$ cat src/rtl/display_arbiter.sv
// Round-robin arbiter that shares one 7-segment display driver between three
// requesters, with a minimum owner tenure and a blanking gap on every hand-over.
module display_arbiter #(
  parameter int          HOLD_W       = 24,
  parameter logic [HOLD_W-1:0] MIN_HOLD = 24'd12000000,
  parameter logic [7:0]  BLANK_CYCLES = 8'd16,
  parameter logic [15:0] BLANK_DATA   = 16'h0000,
  parameter logic [3:0]  BLANK_PTS    = 4'b1111,
  parameter logic [1:0]  BLANK_MODE   = 2'd2
) (
  input  logic        clk,
  input  logic        rst_n,
  input  logic [2:0]  i_req,
  input  logic [15:0] i_data0,
  input  logic [15:0] i_data1,
  input  logic [15:0] i_data2,
  input  logic [3:0]  i_pts0,
  input  logic [3:0]  i_pts1,
  input  logic [3:0]  i_pts2,
  input  logic [1:0]  i_mode0,
  input  logic [1:0]  i_mode1,
  input  logic [1:0]  i_mode2,
  output logic [2:0]  o_grant,
  output logic [1:0]  o_owner,
  output logic        o_busy,
  output logic [15:0] o_data,
  output logic [3:0]  o_pts,
  output logic [1:0]  o_mode
);

  // Zero-valued parameters degrade to a single cycle.
  localparam logic [HOLD_W-1:0] HOLD_LAST =
    (MIN_HOLD == '0) ? '0 : MIN_HOLD - HOLD_W'(1);
  localparam logic [7:0] BLANK_LAST =
    (BLANK_CYCLES == 8'd0) ? 8'd0 : BLANK_CYCLES - 8'd1;

  typedef enum logic [1:0] {
    S_IDLE  = 2'd0,
    S_OWN   = 2'd1,
    S_BLANK = 2'd2
  } state_t;

  state_t            r_state;
  logic [1:0]        r_owner;
  logic [HOLD_W-1:0] r_hold_cnt;
  logic [7:0]        r_blank_cnt;
  logic [2:0]        r_grant;
  logic              r_busy;
  logic [15:0]       r_data;
  logic [3:0]        r_pts;
  logic [1:0]        r_mode;

  state_t            w_state_nxt;
  logic [1:0]        w_owner_nxt;
  logic [HOLD_W-1:0] w_hold_nxt;
  logic [7:0]        w_blank_nxt;
  logic [2:0]        w_grant_nxt;
  logic              w_busy_nxt;
  logic [15:0]       w_data_nxt;
  logic [3:0]        w_pts_nxt;
  logic [1:0]        w_mode_nxt;
  logic [1:0]        w_pick;
  logic              w_any_req;
  logic              w_own_req;
  logic              w_other_req;

  function automatic logic [2:0] onehot(input logic [1:0] idx);
    case (idx)
      2'd0:    onehot = 3'b001;
      2'd1:    onehot = 3'b010;
      2'd2:    onehot = 3'b100;
      default: onehot = 3'b000;
    endcase
  endfunction

  // Search order starts just after the last owner; the last owner itself comes last.
  function automatic logic [1:0] rr_pick(input logic [1:0] last, input logic [2:0] req);
    logic [1:0] c0, c1, c2;
    case (last)
      2'd0:    begin c0 = 2'd1; c1 = 2'd2; c2 = 2'd0; end
      2'd1:    begin c0 = 2'd2; c1 = 2'd0; c2 = 2'd1; end
      default: begin c0 = 2'd0; c1 = 2'd1; c2 = 2'd2; end
    endcase
    if (req[c0])      rr_pick = c0;
    else if (req[c1]) rr_pick = c1;
    else              rr_pick = c2;
  endfunction

  assign w_pick      = rr_pick(r_owner, i_req);
  assign w_any_req   = |i_req;
  assign w_own_req   = |(i_req & onehot(r_owner));
  assign w_other_req = |(i_req & ~onehot(r_owner));

  always_ff @(posedge clk or negedge rst_n) begin
    if (!rst_n) begin
      r_state     <= S_IDLE;
      r_owner     <= 2'd2;
      r_hold_cnt  <= '0;
      r_blank_cnt <= 8'd0;
      r_grant     <= 3'b000;
      r_busy      <= 1'b0;
      r_data      <= BLANK_DATA;
      r_pts       <= BLANK_PTS;
      r_mode      <= BLANK_MODE;
    end else begin
      r_state     <= w_state_nxt;
      r_owner     <= w_owner_nxt;
      r_hold_cnt  <= w_hold_nxt;
      r_blank_cnt <= w_blank_nxt;
      r_grant     <= w_grant_nxt;
      r_busy      <= w_busy_nxt;
      r_data      <= w_data_nxt;
      r_pts       <= w_pts_nxt;
      r_mode      <= w_mode_nxt;
    end
  end

  always_comb begin
    w_state_nxt = r_state;
    w_owner_nxt = r_owner;
    w_hold_nxt  = r_hold_cnt;
    w_blank_nxt = r_blank_cnt;
    case (r_state)
      S_IDLE: begin
        if (w_any_req) begin
          w_state_nxt = S_OWN;
          w_owner_nxt = w_pick;
          w_hold_nxt  = '0;
        end else begin
          w_state_nxt = S_IDLE;
        end
      end
      S_OWN: begin
        // Release wins over preempt; both lead to the same blank gap.
        if (!w_own_req) begin
          w_state_nxt = S_BLANK;
          w_blank_nxt = 8'd0;
        end else if ((r_hold_cnt == HOLD_LAST) && w_other_req) begin
          w_state_nxt = S_BLANK;
          w_blank_nxt = 8'd0;
        end else if (r_hold_cnt != HOLD_LAST) begin
          w_hold_nxt  = r_hold_cnt + HOLD_W'(1);
        end else begin
          w_hold_nxt  = r_hold_cnt;
        end
      end
      S_BLANK: begin
        if (r_blank_cnt == BLANK_LAST) begin
          w_blank_nxt = 8'd0;
          if (w_any_req) begin
            w_state_nxt = S_OWN;
            w_owner_nxt = w_pick;
            w_hold_nxt  = '0;
          end else begin
            w_state_nxt = S_IDLE;
          end
        end else begin
          w_blank_nxt = r_blank_cnt + 8'd1;
        end
      end
      default: begin
        w_state_nxt = S_IDLE;
      end
    endcase
  end

  // Outputs are computed from the next state so grant and data change on the same edge.
  always_comb begin
    w_grant_nxt = 3'b000;
    w_busy_nxt  = 1'b0;
    w_data_nxt  = BLANK_DATA;
    w_pts_nxt   = BLANK_PTS;
    w_mode_nxt  = BLANK_MODE;
    case (w_state_nxt)
      S_OWN: begin
        w_grant_nxt = onehot(w_owner_nxt);
        w_busy_nxt  = 1'b1;
        case (w_owner_nxt)
          2'd0:    begin w_data_nxt = i_data0; w_pts_nxt = i_pts0; w_mode_nxt = i_mode0; end
          2'd1:    begin w_data_nxt = i_data1; w_pts_nxt = i_pts1; w_mode_nxt = i_mode1; end
          2'd2:    begin w_data_nxt = i_data2; w_pts_nxt = i_pts2; w_mode_nxt = i_mode2; end
          default: begin w_data_nxt = BLANK_DATA; w_pts_nxt = BLANK_PTS; w_mode_nxt = BLANK_MODE; end
        endcase
      end
      S_BLANK: begin
        w_busy_nxt = 1'b1;
      end
      default: begin
        w_busy_nxt = 1'b0;
      end
    endcase
  end

  assign o_grant = r_grant;
  assign o_owner = r_owner;
  assign o_busy  = r_busy;
  assign o_data  = r_data;
  assign o_pts   = r_pts;
  assign o_mode  = r_mode;

endmodule

$ cat config.mk
export PLATFORM = sky130hd
export DESIGN_NAME = display_arbiter
export DESIGN_NICKNAME = d
export VERILOG_FILES = /design/src/rtl/display_arbiter.sv
export SDC_FILE = /design/constraint.sdc
export NUM_CORES = 1
export LEC_CHECK = 0
export CORE_MARGIN = 2
export CORE_UTILIZATION = 49
export CTS_BUF_LIST = sky130_fd_sc_hd__clkbuf_2
export CTS_CLUSTER_SIZE = 28
export DETAILED_ROUTE_END_ITERATION = 8
export GPL_ROUTABILITY_DRIVEN = 0
export MAX_ROUTING_LAYER = met4
export PLACE_DENSITY_LB_ADDON = 0.25
export SYNTH_ARGS = -nofsm -noshare
export SYNTH_HDL_FRONTEND = slang
export SYNTH_SLANG_ARGS = --single-unit
$ cat constraint.sdc
create_clock -name clk -period 3.5 [get_ports clk]
set_input_delay 0.35 -clock clk [delete_from_list [all_inputs] [get_ports clk]]
set_output_delay 0.35 -clock clk [all_outputs]
set_load 0.01 [all_outputs]
* After elaboration in Yosys (flattened, before gate mapping)
Index checks and enable logic that the tools add are counted.
Word-level totals: word-level logic and storage cells 81, output and inout port bits 28, input port bits 71, flip-flop bits (word level) 62
Operators by class: order comparisons 2, bitwise logic cells 3, add/subtract/negate cells 2, reductions and logical operators 12, equal/unequal tests 16, multiplexer cells 37
Operator list (count):
- $mux W24 | 5
- $pmux W24 S3 | 1
- $pmux W16 S3 | 1
- $add A24 B1 Y24 const B | 1
- $eq A24 B24 Y1 const B | 1
- $mux W8 | 3
- $ne A24 B24 Y1 const B | 1
- $pmux W3 S3 | 2
- $mux W16 | 1
- $mux W2 | 8
- $pmux W2 S2 | 4
- $pmux W8 S2 | 1
- $pmux W2 S3 | 2
- $pmux W4 S3 | 1
- $reduce_or A3 Y1 | 3
- $add A8 B1 Y8 const B | 1
- $eq A2 B1 Y1 const B | 4
- $eq A2 B2 Y1 const B | 4
- $eq A8 B4 Y1 const B | 1
- $ne A2 B2 Y1 const B | 4
- $and A3 B3 Y3 | 2
- $logic_not A2 Y1 | 3
- $lt A2 B3 Y1 const B | 2
- $reduce_and A5 Y1 | 1
- 11 further kinds | 15

* Longest topological paths before layout
Gate-level depths: netlist (run 1).
word-level depth 12, depth in mapped cells 11, gate-level depth less buffers 10

* Least setup slack after synthesis (run 1)
OpenSTA, ideal clock, no wires.
path type flip-flop to flip-flop, start register r_hold_cnt[0], end register r_grant[2] (netlist: o_grant[2]), required time 3364 ps, library setup time 136 ps, path slack 620 ps, path buffers 1, stages on the path, launching flop included 12, arrival 2744 ps, period minus slack after synthesis 2880 ps, path through dfrtp_1 ha_1 nand2_1 or4_4 nor4_1 o211ai_1 a21oi_2 nor2_1 ha_1 clkinv_1 clkbuf_1 nor3_1
Between the ends: longest elaborated chain between the ends 7
Ends and longest elaborated chain:
- start: declaration | line 45 | logic [HOLD_W-1:0] r_hold_cnt;
- start signal: assignment | line 108 | r_hold_cnt <= w_hold_nxt;
- $eq A24 B24 Y1 | line 138 | end else if ((r_hold_cnt == HOLD_LAST) && w_other_req) begin
- $logic_and A1 B1 Y1 | line 138
- $mux W2 | line 138
- $mux W2 | line 135 | if (!w_own_req) begin
- $pmux W2 S3 | line 123 | case (r_state)
- $eq A2 B1 Y1 | line 174 | case (w_state_nxt)
- $mux W3 | line 174
- via w_grant_nxt[2] | line 57 | logic [2:0] w_grant_nxt;
- end signal: assignment | line 110 | r_grant <= w_grant_nxt;
- end: declaration | line 47 | logic [2:0] r_grant;
The timed path passes the listed nets, and every way through them passes these cells. A chain may end at the register's enable or synchronous reset.

* Worst setup path in the final report (run 1)
start register r_hold_cnt[0], end register r_data[4] (netlist: o_data[4])
Between the ends: longest elaborated chain between the ends 7
Ends and longest elaborated chain:
- $eq A24 B24 Y1 | line 138
- $logic_and A1 B1 Y1 | line 138
- $mux W2 | line 138
- $mux W2 | line 135
- $pmux W2 S3 | line 123
- via w_state_nxt[0] | line 53 | state_t w_state_nxt;
- $eq A2 B1 Y1 | line 174
- $mux W16 | line 174
- via w_data_nxt[4] | line 59 | logic [15:0] w_data_nxt;
- end signal: assignment | line 112 | r_data <= w_data_nxt;
- end: declaration | line 49 | logic [15:0] r_data;
The timed path passes the listed nets, and every way through them passes these cells.

==> impl_metrics.py, run 1 <==
metrics = {
    "sta": {
        "timing.final.max_slew_violations": 0,
        "finalSetupViolations": 0,
        "tns_ps": 0,
        "fin_hold_ws_ps": 399.7,
        "finalHoldViolations": 0,
        "worst_slack_ps": 447.3,
        "fin_skew_ps": 12.45,
        "max_freq_mhz": 327.6,
        "worst_pin_slew_ps": 728.8,
        "fin_crit_ps": 3053,
        "rsz0062_at_grt": "no",
        "relSlewSlack_pct": 51.42,
        "fin_crit_sh_pct": 87.22,
    },
    "job": {
        "cap_violations": 0,
    },
    "power_and_ir_drop": {
        "peakVddDrop_mv": 0.4175,
        "powerDensity_mw_per_mm2": 626.2,
        "leakage_nw": 1.778,
    },
    "place": {
        "post-place-ws_ps": 443.5,
        "dp_cells": 539,
        "dp_hpwl_microns": 6342,
        "port_buffers": 98,
    },
    "synth": {
        "ys_async_sr_fraction_pct": 100.0,
        "yosysUniqueCellTypes": 52,
        "ys_seq_area_share_pct": 45.76,
        "synth_top_cell_area_share_pct": 41.13,
        "synth_top_cell_by_area": "dfrtp_1",
        "ys_ff_latch": 62,
        "netlist_area_sq_mm": 0.003407,
        "synth_edf_count": 0,
        "syn-num-nets": 451,
        "synth-main-ff-cell": "dfrtp_1",
        "synth_most_common_cell": "nand2_1",
        "avgSynthCellArea_sq_um": 9.037,
        "synthTopCellsByArea": "dfrtp_1, nand2_1, a21oi_1",
        "yosys-top-cells-count": "nand2_1, dfrtp_1, a21oi_1",
        "ys_warn_count": 0,
        "synth_cells": 377,
    },
    "clocking": {
        "htree_levels": 3,
        "clock-sinks": 62,
        "cts_buffers": 9,
        "clockBufferDepth": 2,
        "cts.repair.resized": 0,
        "cts_tree": "yes",
        "cts.clk_slew.worst_paths_ps": 180,
        "clkLatencyLatePin_ps": 490,
        "clock-root-buffer": "clkbuf_2",
    },
    "drt": {
        "vias": 3205,
        "drt_iter0_drc": 180,
        "avgRoutedWirePerCell_microns": 15.64,
        "avgViaCountPerCell": 5.775,
        "wirelength_microns": 8680,
        "antenna_left": 0,
        "dr.pass1.iters": 4,
        "remaining_drc_errors": 0,
    },
    "setup_path": {
        "cp-end-kind": "flip-flop",
        "cp_max_fo": 18,
        "crit_family": "simple AND/OR/NAND/NOR gates",
        "crit_path_cell_trace": "ha_1, nand2_1, or4_4, nor4_1, o211ai_1, a31oi_1, a21oi_1, ha_1, clkinv_1, a311oi_1",
        "slowest_stage": "or4_4",
        "crit_buf_inv": 1,
        "critPathArrivalTime_ps": 3410,
        "required_ps": 3860,
        "max_stage_delay_ps": 450,
        "crit_type": "flip-flop to flip-flop",
        "critPathMostFrequentCell": "ha_1",
        "setup.worst_path.start_class": "flip-flop",
    },
    "layout": {
        "stdcell_count": 555,
        "final_layout_size_suffix_gt1_share_pct": 10.11,
        "multi_input_area_sq_mm": 0.001665,
        "final-seq-area_sq_mm": 0.001559,
        "diodes": 0,
        "fill_cells": 556,
        "fin_nets": 545,
        "syn2layout_area_growth_pct": 31.14,
        "fin_util_pct": 66.13,
    },
    "global_routing": {
        "grt_use_total_pct": 24.59,
        "grt_pass1_wl_microns": 14080,
        "grt_overflow": 0,
        "grt_antenna_before_repair": 0,
        "grt_max_degree": 36,
        "grt_pass1_vias": 3187,
    },
    "min_path": {
        "min_path_type": "input pin to asynchronous set/reset pin",
    },
    "die": {
        "fp.dieW_microns": 87.39,
        "die_y_microns": 87.39,
        "core_sq_mm": 0.006756,
        "initial_core_util_pct": 50.43,
        "rows": 30,
        "dieArea_sq_mm": 0.007636,
        "io_pins": 99,
    },
    "run_status": {
        "status": "complete, no violations",
    },
}
[layout make-up]
| class | instances | share of cell area [%] |
|---|---|---|
| multi-input cells | 284 | 37.27 |
| flip-flops and latches | 62 | 34.89 |
| repair buffers | 105 | 23.07 |
| well taps | 80 | 2.240 |
| clock buffers | 10 | 1.120 |
| inverters | 9 | 0.7841 |
| clock inverters | 5 | 0.6161 |
[metrics by stage]
stage               area [sq um]  power (W)
global placement            4380   0.002418
finish                      4468   0.002798
detailed placement          4380   0.002458
global route                4468   0.003012
floorplan                   3407   0.002049
CTS                         4468   0.002818
[path summary, 6_finish.rpt]
check	depth (start not counted)	start	to	slack [ps]
worst min-delay path	2	rst_n	r_hold_cnt[16]	400
worst max-delay path	10	r_hold_cnt[0]	o_data[4]	450
max in group asynchronous	3	rst_n	o_mode[1]	2170
worst min register to register	1	r_hold_cnt[0]	r_hold_cnt[0]	550
min in group clk	3	i_data0[2]	o_data[2]	410
worst max register to register	10	r_hold_cnt[0]	o_data[4]	450
[per-layer routing]
layer	routed length (microns)	GRT usage, %	up-vias
li1	-	-	1559
met1	3675	28.02	1530
met2	4275	40.08	95
met3	507	6.445	21
met4	221	12.03	0
met5	0	-	-
[report_power, final]
part           leakage, nW  total (W)  switching (W)  internal, W
sequential           0.825   0.000967       0.000101     0.000867
combinational        0.895    0.00148       0.000894     0.000582
clock               0.0573   0.000355       0.000267    0.0000876
[sequential cells by signal, indices dropped and copies added, names as in the netlist]
signal and cells:
o_busy 1, o_data 16, o_grant 3, o_mode 2, o_owner 2, o_pts 4
r_blank_cnt 8, r_hold_cnt 24, r_state 2
[repair_timing]
action / CTS / global route
hold buffers: 1 / 0
buffers inserted: 0 / 0
hold endpoints to repair: 28 / 0
[cells in the final DEF (no fill, tap or decap), types with 9 or more instances in the layout]
cell,n
clkdlybuf4s50_1,97
nand2_1,62
dfrtp_1,56
a21oi_1,34
o21ai_0,22
nor2_1,19
a311oi_1,17
or3_1,17
nor3_1,11
and3_1,10
clkbuf_2,10
nand3_1,9
[cell families after synthesis]
kind of cell	after synthesis	synth area share, %
compound gates	103	19.94
buf+inv	31	5.361
simple gates	171	25.96
mux	2	0.5876
flops	62	45.76
xor+xnor	5	1.285
fa+ha+maj	3	1.102
(Power assumes the default switching activity.)
==> run 2: changes to the inputs <==
--- a/config.mk
+++ b/config.mk
@@ -5,8 +5,9 @@
 export SDC_FILE = /design/constraint.sdc
 export NUM_CORES = 1
 export LEC_CHECK = 0
+export ABC_AREA = 1
 export CORE_MARGIN = 2
-export CORE_UTILIZATION = 49
+export CORE_UTILIZATION = 51
 export CTS_BUF_LIST = sky130_fd_sc_hd__clkbuf_2
 export CTS_CLUSTER_SIZE = 28
 export DETAILED_ROUTE_END_ITERATION = 8
==> constraint.sdc (replaced) <==
create_clock -name clk -period 3.5 [get_ports clk]
set_input_delay 0.35 -clock clk [delete_from_list [all_inputs] [get_ports clk]]
set_output_delay 0.35 -clock clk [all_outputs]
set_load 0.005 [all_outputs]
==> run 2 against run 1 <==
Against the previous run:
- clock power rose by 68%
- via count rose by 17%
- die area rose by 7.3%
- wire length rose by 8.9%
- first-iteration DRC count rose by 59%
- cell count rose by 31%
- sequential share of layout area fell by 3.7 points
- sequential power rose by 3.1%
- clock skew rose by 0.65 ps
- combinational power rose by 26%
- non-clock buffer count fell by 1
- largest power group unchanged
==> impl_metrics.py, run 2 <==
metrics = {
    "run_status": {
        "status": "complete, no violations",
    },
    "layout": {
        "diodes": 0,
        "final_cell_mix": "nand2_1, nand3_1, clkdlybuf4s50_1",
        "top_register": "r_hold_cnt",
        "fin_nets": 699,
        "fin_util_pct": 68.92,
        "final_layout_size_suffix_gt1_share_pct": 7.619,
        "syn2layout_area_growth_pct": 30.94,
        "largest_reg_flops": 24,
        "final_common_cell": "nand2_1",
    },
    "power_and_ir_drop": {
        "powerDensity_mw_per_mm2": 690.4,
        "peakVddDrop_mv": 0.4007,
        "leakage_nw": 2.394,
    },
    "place": {
        "dp_hpwl_microns": 7066,
        "post-place-ws_ps": 900.8,
        "port_buffers": 98,
    },
    "sta": {
        "fin_crit_sh_pct": 73.60,
        "finalHoldViolations": 0,
        "fin_skew_ps": 13.10,
        "relSlewSlack_pct": 38.67,
        "fin_hold_ws_ps": 348.5,
        "worst_slack_ps": 924.0,
        "tns_ps": 0,
        "worst_pin_slew_ps": 919.8,
        "finalSetupViolations": 0,
        "fin_crit_ps": 2576,
        "timing.final.max_slew_violations": 0,
        "rsz0062_at_grt": "no",
        "max_freq_mhz": 388.2,
    },
    "die": {
        "io_pins": 99,
        "dieArea_sq_mm": 0.008193,
        "core_sq_mm": 0.007253,
        "rows": 31,
        "fp.dieW_microns": 90.52,
        "die_y_microns": 90.52,
        "initial_core_util_pct": 52.63,
    },
    "drt": {
        "wirelength_microns": 9450,
        "avgViaCountPerCell": 5.155,
        "antenna_left": 0,
        "remaining_drc_errors": 0,
        "dr.pass1.iters": 5,
        "vias": 3758,
        "avgRoutedWirePerCell_microns": 12.96,
        "drt_iter0_drc": 287,
    },
    "clocking": {
        "cts.clk_slew.worst_paths_ps": 190,
        "cts_setup_buffers": 0,
        "cts_tree": "yes",
        "clockBufferDepth": 2,
        "cts_buffers": 9,
        "clkLatencyLatePin_ps": 500,
        "cts_hold_buf": 1,
        "cts.repair.resized": 0,
        "htree_levels": 3,
        "clock-root-buffer": "clkbuf_2",
        "clock-sinks": 62,
    },
    "setup_path": {
        "cp-end-kind": "flip-flop",
        "crit_type": "flip-flop to flip-flop",
        "slowest_stage": "dfrtp_1",
        "setup.worst_path.start_class": "flip-flop",
        "crit_path_cell_trace": "ha_1, and3_2, nand2_1, nor3_2, a31oi_1, nand2_1, a21boi_0, ha_1, nand2_1, nor2_1, nand3_1",
        "required_ps": 3950,
        "cp_max_fo": 8,
        "critPathArrivalTime_ps": 3020,
        "critPathMostFrequentCell": "nand2_1",
        "max_stage_delay_ps": 490,
    },
    "synth": {
        "ys_warn_count": 0,
        "synth-adder-area-share_pct": 0.9833,
        "netlist_area_sq_mm": 0.003817,
        "synth_top_cell_area_share_pct": 36.71,
        "avgSynthCellArea_sq_um": 7.230,
        "ys_seq_area_share_pct": 40.84,
        "synth_compound_gate_area_share_pct": 3.573,
        "yosys.area_share.simple_pct": 39.69,
        "yosysUniqueCellTypes": 36,
        "synth-xor-area-share_pct": 5.736,
        "syn-num-nets": 602,
        "synth-main-ff-cell": "dfrtp_1",
        "synth_most_common_cell": "nand2_1",
        "synthTopCellsByArea": "dfrtp_1, nand2_1, nand3_1",
        "synthMuxAreaShare_pct": 0,
        "ys_async_sr_fraction_pct": 100.0,
        "yosys-top-cells-count": "nand2_1, nand3_1, nor2_1",
        "synth_cells": 528,
        "synth_top_family_by_area": "simple AND/OR/NAND/NOR gates",
        "synth_top_cell_by_area": "dfrtp_1",
        "synth_edf_count": 0,
        "ys_ff_latch": 62,
    },
    "global_routing": {
        "grt_use_total_pct": 24.44,
        "use_met2_pct": 41.42,
        "met1_usage_pct": 28.30,
        "grt_antenna_before_repair": 0,
        "grt_pass1_vias": 3608,
        "grt_overflow": 0,
        "grt_pass1_wl_microns": 15830,
        "grt_max_degree": 39,
        "gr-max-usage-layer": "met2",
        "use_met3_pct": 6.427,
    },
    "min_path": {
        "min_path_type": "input pin to flip-flop",
    },
    "job": {
        "cap_violations": 0,
    },
}
-- run 2: cell count changes in the layout (fill, tap and decap cells not counted), moves of 19 or more --
cell     previous run  this run
nand3_1             9       101
inv_1               7        52
a21oi_1            34         2
xor2_1              4        23
nor2_1             19        65
nand2_1            62       144
-- run 2: per-stage QoR --
step	cells	instance area, sq um	power [W]
after floorplan	528	3817	0.002446
after global placement	712	4821	0.002816
after detailed placement	712	4821	0.002861
after CTS	729	4999	0.003465
after global routing	729	4999	0.003765
final	729	4999	0.003451
-- run 2: worst paths after layout --
path	start	end	slack [ps]	cells after the start
hold / removal	i_pts1[1]	o_pts[1]	350	3
min in group asynchronous	rst_n	r_blank_cnt[5]	440	2
setup / recovery	r_hold_cnt[0]	o_pts[3]	920	11
hold reg to reg	r_blank_cnt[0]	r_blank_cnt[0]	550	1
max in group asynchronous	rst_n	o_pts[3]	2160	3
setup reg to reg	r_hold_cnt[0]	o_pts[3]	920	11
-- run 2: cell type report --
class,instances,area (sq um)
fillers,586,2255
multi-input cells,391,1908
flip-flops and latches,62,1559
repair buffers,104,1023
inverters,57,216.5
well taps,99,123.9
clock inverters,7,122.6
clock buffers,9,45.04
-- run 2: kinds of logic after synthesis --
kind of cell | Yosys count
adder cells (fa/ha/maj) | 3
XOR/XNOR | 25
buffers and inverters | 75
AO/OA/AOI/OAI | 20
AND/OR/NAND/NOR | 343
flip-flops | 62
-- run 2: worst max-delay path, delay by kind of cell, from the launching register on --
family / cells / cell delay, ps
simple gates: 7 / 950
fa+ha+maj: 2 / 690
flops: 1 / 490
compound gates: 2 / 390
-- run 2: per-layer routing --
metal	vias to the layer above	share of wire, %	wire length, microns
li1	1887	-	-
met1	1696	42	4015
met2	154	48	4492
met3	21	7.9	751
met4	0	2.0	191
met5	-	0	0
-- run 2: power by group --
group	internal [W]	total, W	switching [W]
combinational	0.000661	0.00186	0.00120
sequential	0.000881	0.000997	0.000116
clock	0.000310	0.000597	0.000287
==> run 3: changes to the inputs <==
==> constraint.sdc (replaced) <==
create_clock -name clk -period 2.7 [get_ports clk]
set_input_delay 0.27 -clock clk [delete_from_list [all_inputs] [get_ports clk]]
set_output_delay 0.27 -clock clk [all_outputs]
set_load 0.005 [all_outputs]
==> run 3 against run 2 <==
Against the previous run:
- highest routed layer unchanged
- via count grew 2.1%
- maximum frequency grew 4.2%
- cell area grew 0.23%
- clock power grew 11%
- cell count grew 0.41%
- utilization grew 0.16 points
- largest cell class unchanged
- first-iteration DRC count grew 19%
- non-clock buffer count grew 3
- flip-flop and latch count is the same
- die area is the same
==> impl_metrics.py, run 3 (synthesis gave the netlist of run 2 again) <==
metrics = {
    "drt": {
        "drt_iter0_drc": 341,
        "antenna_left": 0,
        "vias": 3838,
        "avgViaCountPerCell": 5.243,
        "remaining_drc_errors": 0,
        "wirelength_microns": 9853,
        "dr.pass1.iters": 5,
        "avgRoutedWirePerCell_microns": 13.46,
    },
    "die": {
        "initial_core_util_pct": 52.63,
        "dieArea_sq_mm": 0.008193,
        "io_pins": 99,
        "die_y_microns": 90.52,
        "fp.dieW_microns": 90.52,
        "rows": 31,
        "core_sq_mm": 0.007253,
    },
    "power_and_ir_drop": {
        "power_frac_clock_pct": 14.7,
        "powerDensity_mw_per_mm2": 896.9,
        "peakVddDrop_mv": 0.4401,
        "leakage_nw": 2.399,
        "p_int_w": 0.002370,
        "combinationalPowerShare_pct": 56.5,
        "pwr-share-seq_pct": 28.8,
        "switching_power_w": 0.002123,
        "switching_share_pct": 47.25,
    },
    "job": {
        "cap_violations": 0,
    },
    "setup_path": {
        "cp_max_fo": 8,
        "worstSetupStartpoint": "r_hold_cnt[0]",
        "required_ps": 3160,
        "crit_type": "flip-flop to flip-flop",
        "critPathArrivalTime_ps": 2930,
        "rr_startpoint": "r_hold_cnt[0]",
        "cp-end-kind": "flip-flop",
        "setup.worst_path.start_class": "flip-flop",
    },
    "clocking": {
        "clockBufferDepth": 2,
        "cts_tree": "yes",
        "cts_buffers": 9,
        "clock-root-buffer": "clkbuf_2",
        "cts_setup_buffers": 0,
        "htree_levels": 3,
        "clock-sinks": 62,
        "cts.clk_slew.worst_paths_ps": 190,
        "clkLatencyLatePin_ps": 510,
    },
    "global_routing": {
        "grt_use_total_pct": 25.89,
        "grt_overflow": 0,
        "grt_antenna_before_repair": 0,
        "grt_pass1_vias": 3758,
        "grt_pass1_wl_microns": 16750,
        "grt_max_degree": 39,
    },
    "sta": {
        "max_freq_mhz": 404.3,
        "rsz0062_at_grt": "no",
        "worst_pin_slew_ps": 614.7,
        "fin_crit_sh_pct": 91.60,
        "finalHoldViolations": 0,
        "fin_hold_ws_ps": 144.5,
        "timing.final.max_slew_violations": 0,
        "fin_crit_ps": 2473,
        "finalSetupViolations": 0,
        "worst_slack_ps": 226.7,
        "tns_ps": 0,
        "relSlewSlack_pct": 58.86,
        "fin_skew_ps": 33.41,
    },
    "place": {
        "dp_hpwl_microns": 7392,
        "post-place-ws_ps": 135.0,
        "dp_cells": 715,
        "port_buffers": 98,
    },
    "layout": {
        "diodes": 0,
        "final_common_cell": "nand2_1",
        "syn2layout_area_growth_pct": 31.24,
        "fill_cells": 601,
        "largest_reg_flops": 24,
        "final_layout_size_suffix_gt1_share_pct": 8.057,
        "final_cell_mix": "nand2_1, nand3_1, clkdlybuf4s50_1",
        "top_register": "r_hold_cnt",
        "stdcell_count": 732,
        "fin_nets": 702,
    },
    "run_status": {
        "status": "complete, no violations",
    },
    "min_path": {
        "min_path_type": "input pin to asynchronous set/reset pin",
    },
}
run 3: final timing paths:
check | end | slack [ps] | depth (start not counted)
min in group clk | o_pts[1] | 260 | 3
hold reg to reg | r_hold_cnt[1] | 560 | 2
setup reg to reg | o_mode[1] | 230 | 11
hold / removal | r_state[0] | 140 | 2
max in group asynchronous | o_pts[2] | 1860 | 3
setup / recovery | o_mode[1] | 230 | 11
run 3: timing repair:
action,4_1_cts,5_1_grt
endpoints found under the hold margin,31,0
hold buffers,1,0
resized for setup,0,2
setup endpoints to repair,0,14
run 3: layout make-up:
type	instances	area (sq um)	area share [%]
flip-flops and latches	62	1559	31.12
repair buffers	107	1059	21.13
inverters	57	216.5	4.321
clock inverters	7	88.84	1.773
well taps	99	123.9	2.473
multi-input cells	391	1918	38.29
clock buffers	9	45.04	0.8991
run 3: critical path, stage by stage, from the launching register on:
cell	delay (ps)
dfrtp_1	470
ha_1	270
and3_2	260
nand2_1	150
nor3_2	80
a31oi_1	130
nand2_1	60
a21boi_0	290
ha_2	360
nand2_1	150
nor2_1	120
nand3_1	90
run 3: metrics by stage:
step | power, W | area, sq um | utilization, %
after global placement | 0.003719 | 4856 | 66.95
after global routing | 0.004877 | 5010 | 69.07
after floorplan | 0.003171 | 3817 | -
after detailed placement | 0.003808 | 4856 | 66.95
final | 0.004493 | 5010 | 69.07
after CTS | 0.004471 | 5000 | 68.93
run 3: per-layer routing:
layer | wire [microns] | vias up | share of wire (%) | global-route usage, %
li1 | - | 1892 | - | -
met1 | 3838 | 1750 | 39 | 29.69
met2 | 4829 | 170 | 49 | 42.79
met3 | 959 | 26 | 9.7 | 7.679
met4 | 225 | 0 | 2.3 | 10.00
met5 | 0 | - | 0 | -
run 3: power groups by stage:
stage                     clock network [W]  logic [W]  registers [W]
after floorplan                           0    0.00188        0.00129
after global placement                    0    0.00242        0.00130
after detailed placement                  0    0.00250        0.00131
after CTS                          0.000669    0.00251        0.00129
after global routing               0.000716    0.00285        0.00132
final                              0.000662    0.00254        0.00129
